[config.mk]
export PLATFORM = sky130hd
export DESIGN_NAME = mem_stage_flat
export DESIGN_NICKNAME = d
export VERILOG_FILES = /design/src/rtl/mem_pkg.sv /design/src/rtl/mem_stage_if.sv /design/src/rtl/mem_stage_load_align.sv /design/src/rtl/mem_stage.sv /design/src/flat_wrapper.sv
export SDC_FILE = /design/constraint.sdc
export NUM_CORES = 1
export LEC_CHECK = 0
export ABC_CLOCK_PERIOD_IN_PS = 1500
export CAP_MARGIN = 20
export CORE_MARGIN = 2
export CORE_UTILIZATION = 37
export CTS_BUF_LIST = sky130_fd_sc_hd__clkbuf_16
export CTS_CLUSTER_DIAMETER = 150
export CTS_CLUSTER_SIZE = 28
export DETAILED_ROUTE_END_ITERATION = 8
export PLACE_DENSITY_LB_ADDON = 0.15
export SYNTH_ARGS = -nofsm -noshare
export SYNTH_HDL_FRONTEND = slang
export SYNTH_SLANG_ARGS = --single-unit
[constraint.sdc]
create_clock -name clk -period 1.5 [get_ports clk]
set_input_delay 0.225 -clock clk [delete_from_list [all_inputs] [get_ports clk]]
set_output_delay 0.225 -clock clk [all_outputs]
set_load 0.1 [all_outputs]
[src/rtl/mem_pkg.sv]
// Shared encodings for the MEM stage: access sizes, FSM states, byte-enable lanes.
package mem_pkg;

    localparam logic [1:0] SZ_B = 2'b00;
    localparam logic [1:0] SZ_H = 2'b01;
    localparam logic [1:0] SZ_W = 2'b10;

    typedef enum logic {ST_IDLE = 1'b0, ST_WAIT = 1'b1} state_t;

    localparam logic [3:0] BE_B   = 4'b0001;
    localparam logic [3:0] BE_HLO = 4'b0011;
    localparam logic [3:0] BE_HHI = 4'b1100;
    localparam logic [3:0] BE_W   = 4'b1111;

    // Size 2'b11 falls into the word rule.
    function automatic logic misaligned(input logic [1:0] size, input logic [1:0] a);
        case (size)
            SZ_B:    return 1'b0;
            SZ_H:    return a[0];
            default: return a != 2'b00;
        endcase
    endfunction

endpackage

[src/rtl/mem_stage_if.sv]
// Data-memory req/ack port between the MEM stage (master) and memory (slave).
interface mem_stage_if #(parameter int AW = 32);
    logic          dm_req;
    logic          dm_we;
    logic [AW-1:0] dm_addr;
    logic [3:0]    dm_be;
    logic [31:0]   dm_wdata;
    logic [31:0]   dm_rdata;
    logic          dm_ack;

    modport master (output dm_req, dm_we, dm_addr, dm_be, dm_wdata,
                    input  dm_rdata, dm_ack);
    modport slave  (input  dm_req, dm_we, dm_addr, dm_be, dm_wdata,
                    output dm_rdata, dm_ack);
endinterface

[src/rtl/mem_stage_load_align.sv]
// Load data alignment: picks the byte/half lane by address and sign/zero extends.
module load_align
    import mem_pkg::*;
(
    input  logic [31:0] rdata,
    input  logic [1:0]  addr,
    input  logic [1:0]  size,
    input  logic        sext,
    output logic [31:0] data
);
    logic [7:0]  w_byte;
    logic [15:0] w_half;

    always_comb begin
        w_byte = rdata[{addr, 3'b000} +: 8];
        w_half = addr[1] ? rdata[31:16] : rdata[15:0];
        case (size)
            SZ_B:    data = {{24{sext & w_byte[7]}}, w_byte};
            SZ_H:    data = {{16{sext & w_half[15]}}, w_half};
            default: data = rdata;
        endcase
    end
endmodule

[src/rtl/mem_stage.sv]
// MIPS MEM stage plus MEM/WB register; issues loads/stores over a req/ack port
// and stalls upstream until the access completes.
module mem_stage
    import mem_pkg::*;
#(
    parameter int AW = 32,
    parameter int DW = 32
)(
    input  logic          clk,
    input  logic          clrn,
    input  logic          e_valid,
    input  logic          e_wreg,
    input  logic          e_m2reg,
    input  logic          e_wmem,
    input  logic [1:0]    e_size,
    input  logic          e_sext,
    input  logic [4:0]    e_rn,
    input  logic [DW-1:0] e_alu,
    input  logic [DW-1:0] e_b,
    output logic          mem_stall,
    output logic [DW-1:0] r_alu,
    output logic [DW-1:0] m_o,
    output logic          m2reg,
    output logic          wwreg,
    output logic [4:0]    wrn,
    output logic          mis_align,
    mem_stage_if.master   dm
);
    state_t      r_state, w_next;
    logic        w_memop, w_misal, w_issue;
    logic [3:0]  w_be;
    logic [31:0] w_wdata, w_ldata;

    assign w_memop = e_valid & (e_m2reg | e_wmem);
    assign w_misal = misaligned(e_size, e_alu[1:0]);
    assign w_issue = (r_state == ST_IDLE) & w_memop & ~w_misal;

    always_comb begin
        w_be    = BE_W;
        w_wdata = e_b;
        case (e_size)
            SZ_B: begin
                w_be    = BE_B << e_alu[1:0];
                w_wdata = {4{e_b[7:0]}};
            end
            SZ_H: begin
                w_be    = e_alu[1] ? BE_HHI : BE_HLO;
                w_wdata = {2{e_b[15:0]}};
            end
            default: ;
        endcase
    end

    load_align u_align (
        .rdata (dm.dm_rdata),
        .addr  (e_alu[1:0]),
        .size  (e_size),
        .sext  (e_sext),
        .data  (w_ldata)
    );

    always_ff @(posedge clk) begin
        if (!clrn) r_state <= ST_IDLE;
        else       r_state <= w_next;
    end

    always_comb begin
        w_next    = r_state;
        mem_stall = 1'b0;
        case (r_state)
            ST_IDLE: if (w_issue) begin
                w_next    = ST_WAIT;
                mem_stall = 1'b1;
            end
            ST_WAIT: begin
                mem_stall = ~dm.dm_ack;
                if (dm.dm_ack) w_next = ST_IDLE;
            end
            default: w_next = ST_IDLE;
        endcase
    end

    // Request fields are frozen for the whole WAIT period; upstream holds e_* anyway.
    always_ff @(posedge clk) begin
        if (!clrn) begin
            dm.dm_req   <= 1'b0;
            dm.dm_we    <= 1'b0;
            dm.dm_addr  <= '0;
            dm.dm_be    <= '0;
            dm.dm_wdata <= '0;
        end else if (w_issue) begin
            dm.dm_req   <= 1'b1;
            dm.dm_we    <= e_wmem;
            dm.dm_addr  <= AW'({e_alu[31:2], 2'b00});
            dm.dm_be    <= w_be;
            dm.dm_wdata <= w_wdata;
        end else if (r_state == ST_WAIT && dm.dm_ack) begin
            dm.dm_req   <= 1'b0;
            dm.dm_we    <= 1'b0;
        end
    end

    always_ff @(posedge clk) begin
        if (!clrn) begin
            r_alu     <= '0;
            m_o       <= '0;
            m2reg     <= 1'b0;
            wwreg     <= 1'b0;
            wrn       <= '0;
            mis_align <= 1'b0;
        end else begin
            r_alu     <= e_alu;
            wrn       <= e_rn;
            m_o       <= '0;
            m2reg     <= 1'b0;
            wwreg     <= 1'b0;
            mis_align <= 1'b0;
            if (r_state == ST_IDLE) begin
                wwreg     <= e_valid & e_wreg & ~w_memop;
                mis_align <= w_memop & w_misal;
            end else if (dm.dm_ack) begin
                m2reg <= e_m2reg;
                wwreg <= e_wreg & e_m2reg;
                m_o   <= e_m2reg ? w_ldata : '0;
            end
        end
    end
endmodule

[src/flat_wrapper.sv]
// flat-port wrapper written by rule: the top's interface ports become plain ports
module mem_stage_flat import mem_pkg::*;
#(
    parameter int AW = 32,
    parameter int DW = 32
)
  (clk, clrn, e_valid, e_wreg, e_m2reg, e_wmem, e_size, e_sext, e_rn, e_alu, e_b, mem_stall, r_alu, m_o, m2reg, wwreg, wrn, mis_align, dm_dm_req, dm_dm_we, dm_dm_addr, dm_dm_be, dm_dm_wdata, dm_dm_rdata, dm_dm_ack);
  mem_stage_if #(.AW(AW)) dm_i ();
  input  logic clk;
  input  logic clrn;
  input  logic e_valid;
  input  logic e_wreg;
  input  logic e_m2reg;
  input  logic e_wmem;
  input  logic [1:0] e_size;
  input  logic e_sext;
  input  logic [4:0] e_rn;
  input  logic [DW-1:0] e_alu;
  input  logic [DW-1:0] e_b;
  output logic mem_stall;
  output logic [DW-1:0] r_alu;
  output logic [DW-1:0] m_o;
  output logic m2reg;
  output logic wwreg;
  output logic [4:0] wrn;
  output logic mis_align;
  output wire logic [$bits(dm_i.dm_req)-1:0] dm_dm_req;
  output wire logic [$bits(dm_i.dm_we)-1:0] dm_dm_we;
  output wire logic [$bits(dm_i.dm_addr)-1:0] dm_dm_addr;
  output wire logic [$bits(dm_i.dm_be)-1:0] dm_dm_be;
  output wire logic [$bits(dm_i.dm_wdata)-1:0] dm_dm_wdata;
  input wire logic [$bits(dm_i.dm_rdata)-1:0] dm_dm_rdata;
  input wire logic [$bits(dm_i.dm_ack)-1:0] dm_dm_ack;
  assign dm_dm_req = dm_i.dm_req;
  assign dm_dm_we = dm_i.dm_we;
  assign dm_dm_addr = dm_i.dm_addr;
  assign dm_dm_be = dm_i.dm_be;
  assign dm_dm_wdata = dm_i.dm_wdata;
  assign dm_i.dm_rdata = dm_dm_rdata;
  assign dm_i.dm_ack = dm_dm_ack;
  mem_stage #(.AW(AW), .DW(DW)) u_core (.clk(clk), .clrn(clrn), .e_valid(e_valid), .e_wreg(e_wreg), .e_m2reg(e_m2reg), .e_wmem(e_wmem), .e_size(e_size), .e_sext(e_sext), .e_rn(e_rn), .e_alu(e_alu), .e_b(e_b), .mem_stall(mem_stall), .r_alu(r_alu), .m_o(m_o), .m2reg(m2reg), .wwreg(wwreg), .wrn(wrn), .mis_align(mis_align), .dm(dm_i));
endmodule
==> metrics list <==
- The run finished, with violations left.
- Violations in the final reports: negative setup slack
- Layout overhead on the synthesized area: 95.50%
- Across the VDD grid, the largest voltage drop is 0.0006559 V.
* Cell type group with the largest total delay on the critical path: flip-flops
- Placed Instances: 991
* DR iter-0 viols: 308
- Wires add up to 17460 um.
- Pwr Density: 1085 nW/um2
- The top cell types in the final layout, fill and taps aside, are sky130_fd_sc_hd__buf_12 (148), sky130_fd_sc_hd__dfxtp_1 (140), sky130_fd_sc_hd__nand2_1 (120).
- For the final database, setup skew stands at 0.01200 ns.
* Most frequent standard cell in the layout excluding fill and tap cells: sky130_fd_sc_hd__buf_12
- Data required time of the critical path: 1.27 ns
- Dominant combinational cell family by area after synthesis: simple AND/OR/NAND/NOR gates
* Unrepaired setup endpoints after global routing: true
- Synth Flop Type: sky130_fd_sc_hd__dfxtp_1
- The smallest clock period supported by the final layout is computed as 1.607 ns.
- Post-Route Setup TNS: -0.1315 ns
- Number of global-route vias before repair: 5072
- Setup violations remaining at the end of the flow were counted as 4.
- The min-delay analysis places its worst path in the category primary input to flop.
- Setup WS pre-CTS: -0.7181 ns
- Number of primary I/O pins: 254
* Worst-case hold slack: 0.2617 ns
- The synthesized netlist devotes 0% of its cell area to XOR and XNOR gates.
- Final design utilization: 73.95%
- After synthesis, the netlist uses 41 different library cells.
* Finished Cell Area: 10220 um2
- Traced cell by cell, the critical path runs through nor2b_1, buf_4, o221ai_4, o21ai_4, buf_12.
- Post-layout total power: 11.09 mW
- The later pin in the worst-skew pair is clocked with a latency of 0.42 ns.
- Cts bufs inserted: 17
- Count of flip-flops with a built-in enable after synthesis: 0
* Synth Area in Compound Gates: 13.44%
- Die ar.: 15100 um2
* Clk pin slew, worst setup/hold paths: 0.06 ns
- Port buffering added 251 buffers.
- Summing the sequential cell areas from Yosys gives 53.97% of the chip area.
- The tree is rooted in a sky130_fd_sc_hd__clkbuf_16.
- Total half-perimeter wirelength after legalization and detailed placement: 13080 um
- In this run the vertical extent of the chip is 122.9 um.
- By startpoint and endpoint, the worst setup path is classified as flop to output pin.
- Tracing the worst setup path back leads to its startpoint at u_core.r_state.
- The number of buffers and inverters on the critical path is 2.
* Fin crit share: 107.1%
- After global routing the overflow that remains totals 0.
* Relative slew slack: 49.87%
- Sinks on the clock net: 141
* Critical path peak fanout: 2
- Summing over every cut layer, the via total after detailed routing is 5178.
- Synthesis produced a netlist whose cell count is 563.
- Cell area after synthesis: 5230 um2
- Global-route wire length before repair: 26720 um
- Dividing the detail-routed via count by the number of cells gives 5.047.
- CTS tree: yes
- The startpoint identified for the worst register-to-register timing path is u_core.r_state.
- Master of the slowest instance on the critical path: sky130_fd_sc_hd__dfxtp_2
* Starting density of the core: 37.82%
- After detailed routing, the number of remaining DRC violations is 0.
- The startpoint identified for the worst hold timing path is clrn.
- The die is 122.9 um wide.
- Post-DRT Antenna Nets: 0
- Number of max-cap violations: 0
* Total number of H-tree levels: 4
- Worst path arrival time: 1.38 ns
- In the final layout, the share of cells above drive strength 1 is 30.14%.
* Total count of max-transition violations in the final report: 0
* Diode count: 0
* Cts-stage hold buffer count: 0
* Largest net degree at the start of global routing: 81
- Least-Margin Pin Slew: 0.7469 ns
- Final Hold Fails: 0
- Counting flops with an async set or reset pin after synthesis yields a share of 0%.
- Routability-driven placement finished with a final weighted congestion of 0.8801.
- Portion of netlist area occupied by mux cells: 5.287%
* Crit path launch type: flop
- The final layout contains 944 nets.
* Final WS setup: -0.1072 ns
- Warnings, synthesis: 0
- Average cell area after synthesis: 9.290 um2
- The synthesized design contains 141 register bits.
- Share of synthesized cell area in and, or, nand and nor gates: 22.51%
- Placed Area: 9597 um2
- Delay of the slowest cell on the worst path: 0.33 ns
* Number of iterations in the first detailed-routing pass: 6
- Dividing the detail-routed wire length by the instance count gives 17.02 um.
- The worst setup path is captured at an output pin.
* Area inside the core boundary: 13830 um2
* Global-route usage over all layers: 23.01%
* Row cnt: 43
* Highest Clock Rate: 0.6222 GHz
- In this run the deepest clock path goes through 2 buffers.
- Number of antenna violations at the first check in global routing: 0
- Adder-cell share of the synthesized area: 0%
- Once layout is complete, the cells apart from fillers number 1026.
- Static Leakage: 4.440 nW
-- per-layer routing --
layer  GRT usage, %  up-vias  routed length (um)
li1               -     2471                   -
met1          27.47     2427                6715
met5              0        -                   0
met4          7.471        0                 234
met3          8.533       21                1755
met2          38.29      259                8758
-- tightest hold or removal path, stage by stage --
cell,delay [ns]
sky130_fd_sc_hd__buf_4,0.13
sky130_fd_sc_hd__nand4_1,0.19
sky130_fd_sc_hd__a31oi_1,0.07
-- flip-flops by register name, summed over array words and instances, names as in the netlist --
name                cells
u_core.mis_align        1
u_core.dm.dm_req        1
u_core.wwreg            1
u_core.r_state          1
u_core.dm.dm_wdata     32
u_core.dm.dm_we         1
u_core.dm.dm_addr      30
u_core.wrn              5
u_core.m_o             32
u_core.m2reg            1
u_core.dm.dm_be         4
u_core.r_alu           32
-- cell families (layout without fill, tap and decap cells) --
group	count (synthesis)	after routing
and+or+nand+nor	254	254
DFF	141	141
AOI/OAI and AO/OA	88	88
buffers and inverters	53	335
muxes	26	26
other	1	2
-- worst paths after layout --
kind                                               to  slack (ns)  depth (start not counted)
worst min-delay path                    u_core.m_o[7]        0.26                          3
worst max register to register  u_core.dm.dm_addr[13]       -0.02                          9
worst max-delay path                        mem_stall       -0.11                          5
worst min register to register  u_core.dm.dm_wdata[0]        0.49                          2
-- where the power goes --
group	total (mW)	internal [mW]	switching [mW]
Clock	3.95	2.30	1.65
Sequential	4.09	3.92	0.170
Combinational	3.05	1.19	1.86
-- cell usage after synthesis, types with 2 or more instances --
library cell / number / share of area (%)
sky130_fd_sc_hd__nor2b_1: 2 / 0.24
sky130_fd_sc_hd__dfxtp_1: 141 / 54
sky130_fd_sc_hd__and2_1: 40 / 4.8
sky130_fd_sc_hd__nand4_1: 2 / 0.24
sky130_fd_sc_hd__o2111ai_1: 8 / 1.3
sky130_fd_sc_hd__buf_4: 2 / 0.29
sky130_fd_sc_hd__a21oi_1: 15 / 1.4
sky130_fd_sc_hd__nand3_1: 71 / 6.8
sky130_fd_sc_hd__o211a_1: 17 / 3.3
sky130_fd_sc_hd__mux2_2: 9 / 1.9
sky130_fd_sc_hd__buf_2: 13 / 1.2
sky130_fd_sc_hd__buf_1: 3 / 0.22
sky130_fd_sc_hd__nor3_1: 2 / 0.19
sky130_fd_sc_hd__mux2i_1: 16 / 3.1
sky130_fd_sc_hd__inv_1: 5 / 0.36
sky130_fd_sc_hd__a222oi_1: 7 / 1.3
sky130_fd_sc_hd__nand2_1: 121 / 8.7
sky130_fd_sc_hd__clkbuf_1: 28 / 2.0
sky130_fd_sc_hd__o21ai_0: 13 / 1.2
sky130_fd_sc_hd__a22oi_1: 8 / 1.1
sky130_fd_sc_hd__nor2_1: 11 / 0.79
sky130_fd_sc_hd__a21oi_2: 10 / 1.7
-- area by class of cell --
cell class	count	area (um2)
Sequential cell	141	2824
Inverter	5	18.77
Clock buffer	17	425.4
Fill cell	941	3602
Tap cell	180	225.2
Clock inverter	15	138.9
Timing Repair Buffer	298	4360
Multi-Input combinational cell	370	2232
-- repair_timing --
item	4_1_cts	5_1_grt
pin swaps	0	0
gates resized for setup	5	9
setup endpoints to repair	25	7
setup buffers	2	1
Note: power is estimated with default switching activity, not from simulation.
